--- src/rtl/udp_cmd_pkg.sv ---
// Shared types and payload layout for the UDP command receiver.
package udp_cmd_pkg;

    typedef enum logic [7:0] {
        OP_START    = 8'h01,
        OP_SET_MASK = 8'h02,
        OP_SET_LEN  = 8'h03
    } cmd_op_t;

    typedef enum logic [1:0] {
        IDLE = 2'd0,
        RECV = 2'd1,
        DROP = 2'd2,
        EXEC = 2'd3
    } rx_state_t;

    // Payload byte offsets; the index register saturates at BYTE_ARG_LO.
    localparam logic [1:0] BYTE_MAGIC  = 2'd0;
    localparam logic [1:0] BYTE_OP     = 2'd1;
    localparam logic [1:0] BYTE_ARG_HI = 2'd2;
    localparam logic [1:0] BYTE_ARG_LO = 2'd3;

endpackage

--- src/rtl/udp_cmd_rx_sat_counter.sv ---
// Saturating event counter: increments on inc and sticks at all-ones.
module sat_counter #(
    parameter int WIDTH = 8
) (
    input  logic             clk,
    input  logic             reset,
    input  logic             inc,
    output logic [WIDTH-1:0] count
);

    localparam logic [WIDTH-1:0] ONE = {{(WIDTH-1){1'b0}}, 1'b1};
    localparam logic [WIDTH-1:0] MAX = {WIDTH{1'b1}};

    // Counter register with saturation at MAX.
    always_ff @(posedge clk) begin
        if (reset) begin
            count <= '0;
        end else if (inc && (count != MAX)) begin
            count <= count + ONE;
        end else begin
            count <= count;
        end
    end

endmodule

--- src/rtl/udp_cmd_rx.sv ---
// Parses 4-byte UDP command datagrams (magic, opcode, 16-bit argument) and
// drives capture control; malformed or rejected commands are counted.
module udp_cmd_rx
    import udp_cmd_pkg::*;
#(
    parameter logic [15:0] CMD_PORT     = 16'd5000,
    parameter logic [7:0]  MAGIC        = 8'hA5,
    parameter logic [5:0]  DEFAULT_MASK = 6'h3F,
    parameter logic [15:0] DEFAULT_LEN  = 16'd1024
) (
    input  logic        clk,
    input  logic        reset,
    input  logic        s_udp_hdr_valid,
    output logic        s_udp_hdr_ready,
    input  logic [15:0] s_udp_dest_port,
    input  logic [7:0]  s_axis_tdata,
    input  logic        s_axis_tvalid,
    output logic        s_axis_tready,
    input  logic        s_axis_tlast,
    input  logic        s_axis_tuser,
    input  logic        capture_busy,
    output logic        start_pulse,
    output logic [5:0]  chan_mask,
    output logic [15:0] capture_len,
    output logic [7:0]  good_cnt,
    output logic [7:0]  bad_cnt
);

    rx_state_t   state_r;
    logic [1:0]  idx_r;
    logic        got4_r;
    logic        magic_ok_r;
    logic [7:0]  op_r;
    logic [15:0] arg_r;
    logic        hdr_ready_r;
    logic        tready_r;
    logic        start_pulse_r;
    logic [5:0]  chan_mask_r;
    logic [15:0] capture_len_r;

    logic beat_s;
    logic hdr_hs_s;
    logic recv_ok_s;
    logic recv_reject_s;
    logic exec_ok_s;
    logic good_inc_s;
    logic bad_inc_s;

    assign beat_s   = s_axis_tvalid && tready_r;
    assign hdr_hs_s = s_udp_hdr_valid && hdr_ready_r;

    // The current beat counts as byte3 when the index has just reached it.
    assign recv_ok_s     = (got4_r || (idx_r == BYTE_ARG_LO)) && magic_ok_r && !s_axis_tuser;
    assign recv_reject_s = (state_r == RECV) && beat_s && s_axis_tlast && !recv_ok_s;

    // Command legality check, evaluated while in EXEC.
    always_comb begin
        exec_ok_s = 1'b0;
        case (op_r)
            OP_START:    exec_ok_s = !capture_busy;
            OP_SET_MASK: exec_ok_s = (arg_r[5:0] != 6'd0);
            OP_SET_LEN:  exec_ok_s = (arg_r != 16'd0);
            default:     exec_ok_s = 1'b0;
        endcase
    end

    assign good_inc_s = (state_r == EXEC) && exec_ok_s;
    assign bad_inc_s  = ((state_r == EXEC) && !exec_ok_s) || recv_reject_s;

    // Receive FSM, payload latches and registered control outputs.
    always_ff @(posedge clk) begin
        if (reset) begin
            state_r       <= IDLE;
            idx_r         <= BYTE_MAGIC;
            got4_r        <= 1'b0;
            magic_ok_r    <= 1'b0;
            op_r          <= 8'h00;
            arg_r         <= 16'h0000;
            hdr_ready_r   <= 1'b1;
            tready_r      <= 1'b1;
            start_pulse_r <= 1'b0;
            chan_mask_r   <= DEFAULT_MASK;
            capture_len_r <= DEFAULT_LEN;
        end else begin
            start_pulse_r <= 1'b0;
            case (state_r)
                IDLE: begin
                    if (hdr_hs_s) begin
                        idx_r       <= BYTE_MAGIC;
                        got4_r      <= 1'b0;
                        magic_ok_r  <= 1'b0;
                        hdr_ready_r <= 1'b0;
                        state_r     <= (s_udp_dest_port == CMD_PORT) ? RECV : DROP;
                    end
                end
                RECV: begin
                    if (beat_s) begin
                        case (idx_r)
                            BYTE_MAGIC:  magic_ok_r <= (s_axis_tdata == MAGIC);
                            BYTE_OP:     op_r <= s_axis_tdata;
                            BYTE_ARG_HI: arg_r[15:8] <= s_axis_tdata;
                            default:     arg_r[7:0] <= got4_r ? arg_r[7:0] : s_axis_tdata;
                        endcase
                        idx_r  <= (idx_r == BYTE_ARG_LO) ? idx_r : idx_r + 2'd1;
                        got4_r <= got4_r || (idx_r == BYTE_ARG_LO);
                        if (s_axis_tlast) begin
                            if (recv_ok_s) begin
                                state_r  <= EXEC;
                                tready_r <= 1'b0;
                            end else begin
                                state_r     <= IDLE;
                                hdr_ready_r <= 1'b1;
                            end
                        end
                    end
                end
                DROP: begin
                    if (beat_s && s_axis_tlast) begin
                        state_r     <= IDLE;
                        hdr_ready_r <= 1'b1;
                    end
                end
                EXEC: begin
                    if (exec_ok_s) begin
                        case (op_r)
                            OP_START:    start_pulse_r <= 1'b1;
                            OP_SET_MASK: chan_mask_r <= arg_r[5:0];
                            OP_SET_LEN:  capture_len_r <= arg_r;
                            default:     start_pulse_r <= 1'b0;
                        endcase
                    end
                    state_r     <= IDLE;
                    hdr_ready_r <= 1'b1;
                    tready_r    <= 1'b1;
                end
                default: begin
                    state_r     <= IDLE;
                    hdr_ready_r <= 1'b1;
                    tready_r    <= 1'b1;
                end
            endcase
        end
    end

    assign s_udp_hdr_ready = hdr_ready_r;
    assign s_axis_tready   = tready_r;
    assign start_pulse     = start_pulse_r;
    assign chan_mask       = chan_mask_r;
    assign capture_len     = capture_len_r;

    sat_counter #(.WIDTH(8)) u_good_cnt (
        .clk   (clk),
        .reset (reset),
        .inc   (good_inc_s),
        .count (good_cnt)
    );

    sat_counter #(.WIDTH(8)) u_bad_cnt (
        .clk   (clk),
        .reset (reset),
        .inc   (bad_inc_s),
        .count (bad_cnt)
    );

endmodule

--- config.mk ---
export PLATFORM = sky130hd
export DESIGN_NAME = udp_cmd_rx
export DESIGN_NICKNAME = d
export VERILOG_FILES = /design/src/rtl/udp_cmd_pkg.sv /design/src/rtl/udp_cmd_rx_sat_counter.sv /design/src/rtl/udp_cmd_rx.sv
export SDC_FILE = /design/constraint.sdc
export NUM_CORES = 1
export LEC_CHECK = 0
export ABC_AREA = 1
export CAP_MARGIN = 20
export CORE_MARGIN = 3
export CORE_UTILIZATION = 40
export CTS_CLUSTER_DIAMETER = 80
export DETAILED_ROUTE_END_ITERATION = 8
export HOLD_SLACK_MARGIN = 0.02
export PLACE_DENSITY_LB_ADDON = 0.08
export SLEW_MARGIN = 20
export SYNTH_ARGS = -nofsm -noshare
export SYNTH_HDL_FRONTEND = slang
export SYNTH_SLANG_ARGS = --single-unit
--- constraint.sdc ---
create_clock -name clk -period 4.88 [get_ports clk]
set_clock_uncertainty 0.1 [all_clocks]
set_input_delay 0.488 -clock clk [delete_from_list [all_inputs] [get_ports clk]]
set_output_delay 0.488 -clock clk [all_outputs]
set_load 0.02 [all_outputs]
[Yosys cells after proc, flatten, opt, wreduce, memory -nomap -nowiden]
Index checks and enable logic that the tools add are counted.
Storage, ports and cells
  register bits: 71
  input bits: 31
  output and inout port bits: 41
  word-level logic and storage cells: 107
Cells by class
  $add $sub $neg: 3
  eq/ne operators: 21
  mux-type cells: 28
  bitwise logic cells: 4
  reduce and logical (&&, ||, !) cells: 37
Operators with widths (number)
  4-bit AND reduction: 5
  2-bit 2-to-1 mux: 9
  8-bit by 1-bit adder with 8-bit output, second input constant: 2
  16-bit by 13-bit equality test with 1-bit output, second input constant: 1
  8-bit by 2-bit equality test with 1-bit output, second input constant: 2
  8-bit != test, second input constant: 2
  16-bit nonzero test: 1
  3-bit AND reduction: 5
  2-bit != test, second input constant: 7
  1-bit logical AND: 12
  1-bit 2-to-1 mux: 12
  2-bit equality test, second input constant: 4
  8-bit by 1-bit equality test with 1-bit output, second input constant: 1
  8-bit equality test, second input constant: 1
  2-bit one-hot mux with 4 select lines: 1
  1-bit one-hot mux with 2 select lines: 3
  6-bit nonzero test: 1
  3-bit OR reduction: 2
  5-bit AND reduction: 1
  2-bit by 1-bit equality test with 1-bit output, second input constant: 2
  1-bit logical NOT: 4
  2-bit logical NOT: 2
  1-bit inverter: 4
  1-bit one-hot mux with 4 select lines: 1
  other kinds (6): 8

[Depth between registers and ports, before layout]
Gate-level depths: netlist (run 1).
  depth after elaboration: 8
  gate-level depth with buffers: 12
  depth with buffers taken out: 12

[Hierarchy]
Synthesis (run 1) repeated with hierarchy kept, for this count alone.
Unflattened totals
  cells, all modules: 521
  area total of the unflattened synthesis: 3547.2 um^2
By module, submodules not included
  udp_cmd_rx: instances 1, cells an instance 367, area an instance 2578.7 um^2, seq. area each 1101.1 um^2
  sat_counter: instances 2, cells an instance 77, area an instance 484.2 um^2, seq. area each 160.2 um^2

[Worst setup path before layout (run 1)]
OpenSTA, ideal clock, no wires.
  path type: reg2reg
  start point: register u_bad_cnt.count[0]
  end point: register u_bad_cnt.count[3]
  setup time: 0.115 ns
  data arrival time: 1.610 ns
  data required time: 4.665 ns
  path slack: 3.055 ns
  cell stages (with the launch flop): 11
  path buffers: 0
  clock period less this slack: 1.825 ns
  cell sequence: dfxtp_1 > ha_1 > nand2_1 > nor2_1 > nand3_1 > nor2_1 > nand2_2 > nand4_1 > inv_1 > a21oi_1 > nor2_1
On the way
  longest elaborated chain between the ends: 2
  elaborated cells between the ends (all ways): 3
  those cells by class: add/sub (1); eq/ne (1); reduce/logical (1)
RTL lines
  start, declared: line udp_cmd_rx_sat_counter.sv:8  | output logic [WIDTH-1:0] count
  start signal, assigned: line udp_cmd_rx_sat_counter.sv:19  | count <= count + ONE;
  start signal, assigned: line udp_cmd_rx_sat_counter.sv:21  | count <= count;
  branches (longest 2 deep; another with 8-bit by 1-bit adder with 8-bit output)
Parallel ways; which one is timed is not known.
A chain may end at the register's enable or synchronous reset.

[Worst setup path after layout (run 1)]
  start point: input port reset
  end point: register start_pulse_r (netlist: start_pulse)
On the way
  longest elaborated chain between the ends: 1
RTL lines
  start, declared: line udp_cmd_rx.sv:12  | input logic reset,
  3-bit OR reduction (no line)
  end signal, assigned: line udp_cmd_rx.sv:81  | start_pulse_r <= 1'b0;
  end signal, assigned: line udp_cmd_rx.sv:85  | start_pulse_r <= 1'b0;
  end signal, assigned: line udp_cmd_rx.sv:126  | OP_START: start_pulse_r <= 1'b1;
  end, declared: line udp_cmd_rx.sv:37  | logic start_pulse_r;
Every way passes these cells.

==> impl_metrics.csv, run 1 <==
group,metric,value,unit
hold_path,hold_depth,2,
logic_synthesis,yosys.area_share.adder,0.0263,
pwr,finalPower,1.13,mW
floorplan,io_pins,72,
logic_synthesis,yosys.area_share.xor_xnor,0.0237,
route,wire_per_inst,12.8,µm
critical_path,crit_fanout,37,
hold_path,hp-start,"chan_mask[1]$_SDFFE_PP1P_",
critical_path,start_kind,"primary input",
flow_run,drv_cap,0,
floorplan,coreArea,7890,µm²
global_route,overflow,0,
place,dp.cells,594,
logic_synthesis,synth-seq-cells,71,
finish,ff_latch_area,1420,µm²
global_route,grt.total_usage,0.167,
sta,fin_crit,2380,ps
finish,fill_cells,792,
pwr,vdd_drop_max,147,µV
route,drt_iter0_markers,119,
critical_path,cp.arrival,2510,ps
logic_synthesis,syn-num-nets,475,
clock_tree,cts_resized,0,
logic_synthesis,syn_inst,437,
place,dp_hpwl,5640,µm
sta,maxSlewHeadroom,0.392,
sta,rsz0062_at_grt,"false",
critical_path,r2r-start,"state_r[0]$_SDFFE_PP0P_",
sta,finalSetupViolCount,0,
floorplan,initial_core_util,0.422,
hold_path,hold_path.class,"reg2reg",
logic_synthesis,synth_mux_area_frac,0,
hold_path,hold_end,"chan_mask[1]$_SDFFE_PP1P_",
critical_path,cp-end-kind,"flop",
route,vias_per_cell,4.98,
global_route,grt_max_degree,38,
global_route,grt_antenna_before_repair,0,
pwr,p_per_area,265,nW/µm²
logic_synthesis,synth.cell_area,3330,µm²
sta,fmax,420,MHz
logic_synthesis,synth_top_family_by_area,"simple AND/OR/NAND/NOR gates",
logic_synthesis,synth_area_leaders,"dfxtp_1, nand2_1, a21oi_1, nor2_1, nand3_1",
clock_tree,cts_hold_buffers,0,
finish,mostFrequentLayoutCell,"nand2_1",
critical_path,rrSetupSlack,2580,ps
place,gp_congestion,0.823,
clock_tree,clock_latency,340,ps
finish,area_growth,28.1,%
sta,tns,0,ps
logic_synthesis,ys_types,33,
finish,diodes,0,
logic_synthesis,synth_top_area_share,0.427,
floorplan,die_x,97.3,µm
sta,tightest_slew,906,ps
finish,final_cell_mix,"nand2_1, dfxtp_1, clkdlybuf4s50_1, a21oi_1, nor2_1",
sta,slew_violations,0,
sta,hold_viol,0,
floorplan,die_h,97.3,µm
floorplan,die-area,9460,µm²
logic_synthesis,synth_top_area_cell,"dfxtp_1",
route,routed_wl,7790,µm
critical_path,critPathKind,"in2reg",
route,drcViolationCount,0,
critical_path,worstRegToRegCells,8,
clock_tree,cts-buffers-inserted,9,
route,vias,3039,
clock_tree,cts_root_buf,"clkbuf_8",
logic_synthesis,yosys.area_share.simple,0.316,
critical_path,rr_endpoint,"u_bad_cnt.count[5]$_SDFFE_PP0P_",
clock_tree,tritoncts,"built",
floorplan,core.rowCount,32,
global_route,first_global_vias,2763,
outcome,status,"finished clean",
logic_synthesis,syn_area_per_cell,7.62,µm²
logic_synthesis,ys_seq_area_frac,0.427,
sta,fin_crit_sh,0.487,
clock_tree,cts_sinks,71,
global_route,grt_pass1_wl,13100,µm
pwr,power_leakage,1.69,nW
route,firstDrtPassIters,4,
clock_tree,postCtsSetupBuffers,0,
critical_path,cp.required,5010,ps
finish,final_cells,610,
finish,layout.nets,541,
logic_synthesis,yosysWarnings,0,
finish,drive_gt1_frac,0.0787,
clock_tree,h-tree-depth,3,
finish,multiInputGateArea,1670,µm²
clock_tree,cts.clk_slew.worst_paths,80,ps
route,ant_nets,0,
clock_tree,clockBufferDepth,2,
logic_synthesis,synth_compound_area_frac,0.134,
place,portBuffers,71,
==> per-layer routing <==
metal / vias up / GRT usage / routed length [µm]
li1: 1607 / - / -
met1: 1361 / 0.221 / 3730
met2: 58 / 0.266 / 3620
met3: 13 / 0.0359 / 318
met4: 0 / 0.0650 / 119
met5: - / 0 / 0
==> cells in the mapped netlist, drive strengths merged <==
master and number:
a211oi 3, a21oi 52, buf 8, clkbuf 9, clkinv 2, dfxtp 71
ha 7, inv 35, nand2 86, nand3 36, nand3b 4, nand4 26
nor2 54, nor3 4, nor4 1, o211ai 1, o21a 1, o21ai 26
o22ai 1, o311ai 1, xnor2 5, xor2 4
==> layout make-up <==
cell class / instances / share of cell area
repair buffers: 72 / 0.168
flip-flops and latches: 71 / 0.333
clock buffers: 9 / 0.0290
inverters: 37 / 0.0325
clock inverters: 7 / 0.0167
multi-input cells: 312 / 0.391
well taps: 102 / 0.0299
==> how the worst max path moves through the flow <==
| stage | start | end | depth (start not counted) |
|---|---|---|---|
| global placement | reset | start_pulse$_SDFF_PP0_ | 5 |
| global route | reset | op_r[5]$_SDFFE_PP0P_ | 5 |
| CTS | reset | start_pulse$_SDFF_PP0_ | 5 |
| finish | reset | start_pulse$_SDFF_PP0_ | 5 |
| floorplan | u_bad_cnt.count[0]$_SDFFE_PP0P_ | u_bad_cnt.count[3]$_SDFFE_PP0P_ | 10 |
| detailed placement | reset | start_pulse$_SDFF_PP0_ | 5 |
==> power breakdown <==
part           internal, mW  switching [mW]  total (mW)
combinational        0.0357          0.0374      0.0731
sequential            0.584         0.00460       0.589
clock                 0.236           0.234       0.469
==> sequential cells by signal, summed over array words and instances (netlist names) <==
signal,cells
u_bad_cnt.count,8
s_axis_tready,1
magic_ok_r,1
capture_len,16
chan_mask,6
idx_r,2
got4_r,1
start_pulse,1
u_good_cnt.count,8
s_udp_hdr_ready,1
op_r,8
state_r,2
arg_r,16
==> through the flow <==
| step | setup slack (ps) | cell area [µm²] | utilization | hold WS, ps |
|---|---|---|---|---|
| floorplan | 3050 | 3330 | - | 329 |
| global placement | 2120 | 4070 | 0.516 | 341 |
| detailed placement | 2090 | 4070 | 0.516 | 341 |
| CTS | 2470 | 4270 | 0.541 | 359 |
| global route | 2250 | 4270 | 0.541 | 389 |
| finish | 2500 | 4270 | 0.541 | 357 |
==> critical path, stage by stage <==
cell             delay, ps
clkdlybuf4s50_1        450
buf_4                  330
clkinv_1               810
nand3_1                330
nor2_1                  70
==> cells by family after synthesis <==
logic type      after synthesis
simple gates                211
compound gates               85
flops                        71
buf+inv                      54
xor+xnor                      9
fa+ha+maj                     7
(Power assumes the default switching activity.)
==> run 2: changes to the inputs <==
- clock period: 4.88 -> 2.25 ns (I/O delays scaled with it)
==> run 2 against run 1 <==
Via count up 0.49%. Combinational power up 120%. Sequential power grew 120%. First-iteration DRC count fell by 25%. Count of clock-buffer cells in the layout is 4 higher. Register-to-register slack lost 2200 ps. Clock power increased by 120%. Global-route usage up 0.055 points. Sequential cell count did not move. Core utilization is 0.33 points higher.
==> impl_metrics.csv, run 2 (same netlist as run 1, synthesis figures left out) <==
group,metric,value,unit
pwr,swShare,0.227,
global_route,grt_busiest_layer,"met2",
critical_path,cp-end-kind,"flop",
pwr,switchingPower,556,µW
route,routed_wl,7770,µm
critical_path,critPathKind,"reg2reg",
floorplan,initial_core_util,0.422,
outcome,status,"finished clean",
sta,maxSlewHeadroom,0.698,
sta,fin_crit_sh,0.834,
pwr,power_leakage,1.71,nW
floorplan,core.rowCount,32,
finish,fin_area,4300,µm²
pwr,p_int,1.89,mW
flow_run,drv_cap,0,
route,firstDrtPassIters,4,
place,placed_area,4100,µm²
clock_tree,postCtsSetupBuffers,0,
global_route,use_met2,0.285,
finish,fill_cells,779,
global_route,overflow,0,
critical_path,start_kind,"flop",
route,vias,3054,
hold_path,hold_path.class,"reg2reg",
clock_tree,h-tree-depth,3,
finish,ff_latch_area,1420,µm²
route,vias_per_cell,4.97,
clock_tree,cts_resized,0,
critical_path,cp.arrival,2010,ps
finish,post-route-util,0.545,
clock_tree,cts_root_buf,"clkbuf_8",
clock_tree,cts_sinks,71,
place,dp_hpwl,5660,µm
pwr,p_per_area,569,nW/µm²
sta,hold_viol,0,
route,drt_iter0_markers,89,
pwr,pwr-share-seq,0.522,
pwr,share_comb_of_total_power,0.066,
sta,slew_violations,0,
clock_tree,clock_latency,340,ps
global_route,grt.met3_usage,0.0452,
global_route,met1_usage,0.212,
pwr,clock_power_share,0.411,
clock_tree,clockBufferDepth,2,
sta,tns,0,ps
finish,final_cell_mix,"nand2_1, dfxtp_1, clkdlybuf4s50_1, a21oi_1, nor2_1",
clock_tree,cts-buffers-inserted,9,
floorplan,die_x,97.3,µm
clock_tree,cts_hold_buffers,0,
finish,drive_gt1_frac,0.0801,
route,drcViolationCount,0,
pwr,finalPower,2.44,mW
finish,mostFrequentLayoutCell,"nand2_1",
critical_path,cp.required,2380,ps
finish,multiInputGateArea,1670,µm²
route,ant_nets,0,
global_route,grt.total_usage,0.167,
pwr,vdd_drop_max,237,µV
floorplan,io_pins,72,
clock_tree,tritoncts,"built",
floorplan,die_h,97.3,µm
global_route,grt_antenna_before_repair,0,
sta,rsz0062_at_grt,"false",
place,gp_congestion,0.869,
finish,layout.nets,545,
clock_tree,cts.clk_slew.worst_paths,70,ps
sta,fmax,533,MHz
route,wire_per_inst,12.7,µm
sta,tightest_slew,449,ps
floorplan,coreArea,7890,µm²
global_route,first_global_vias,2893,
global_route,grt_pass1_wl,13200,µm
floorplan,die-area,9460,µm²
place,portBuffers,71,
finish,area_growth,28.9,%
finish,diodes,0,
sta,finalSetupViolCount,0,
critical_path,crit_fanout,10,
sta,fin_crit,1880,ps
global_route,grt_max_degree,38,
==> run 2: changes by cell type in the layout (fill, tap and decap cells not counted), sizes merged <==
| cell | delta |
|---|---|
| buf | +4 |
| clkbuf | +4 |
| clkinvlp | -2 |
| clkinv | -1 |
| inv | -1 |
==> run 2: power by group through the flow <==
stage / registers (mW) / clock network, mW / logic, mW
2_1_floorplan: 1.31 / 0 / 0.0724
3_3_place_gp: 1.31 / 0 / 0.161
3_5_place_dp: 1.31 / 0 / 0.163
4_1_cts: 1.28 / 1.03 / 0.163
5_1_grt: 1.28 / 1.09 / 0.182
6_report: 1.28 / 1.01 / 0.162
==> run 2: layer usage <==
metal	vias up	share of wire
met3	5	0.037
met1	1393	0.48
met4	0	0.0090
met5	-	0
met2	46	0.47
li1	1610	-
==> run 2: final cells by class <==
class | instances | area share
flip-flops and latches | 71 | 0.331
clock inverters | 3 | 0.00990
inverters | 37 | 0.0323
repair buffers | 76 | 0.174
multi-input cells | 312 | 0.388
well taps | 102 | 0.0297
clock buffers | 13 | 0.0347
==> run 2: worst paths after layout <==
| path | start | endpoint | slack [ps] | depth (start not counted) |
|---|---|---|---|---|
| worst min register to register | op_r[7]$_SDFFE_PP0P_ | op_r[7]$_SDFFE_PP0P_ | 350 | 2 |
| worst max-delay path | u_bad_cnt.count[0]$_SDFFE_PP0P_ | u_bad_cnt.count[3]$_SDFFE_PP0P_ | 370 | 10 |
| worst max register to register | u_bad_cnt.count[0]$_SDFFE_PP0P_ | u_bad_cnt.count[3]$_SDFFE_PP0P_ | 370 | 10 |
| worst min-delay path | op_r[7]$_SDFFE_PP0P_ | op_r[7]$_SDFFE_PP0P_ | 350 | 2 |
==> run 2: metrics by stage <==
stage	hold slack, ps	worst slack, ps	std cells
3_5_place_dp	341	292	598
5_1_grt	377	156	614
3_3_place_gp	339	320	598
6_report	353	373	614
2_1_floorplan	254	425	437
4_1_cts	355	386	614
==> run 2: worst max-delay path, stage by stage, from the launching register on <==
cell and delay (ps):
dfxtp_1 420, ha_1 210, nand2_1 60, nor2_1 160, nand3_1 120, nor2_1 170, nand2_2 170, nand4_1 110
inv_1 50, a21oi_1 140, nor2_1 60
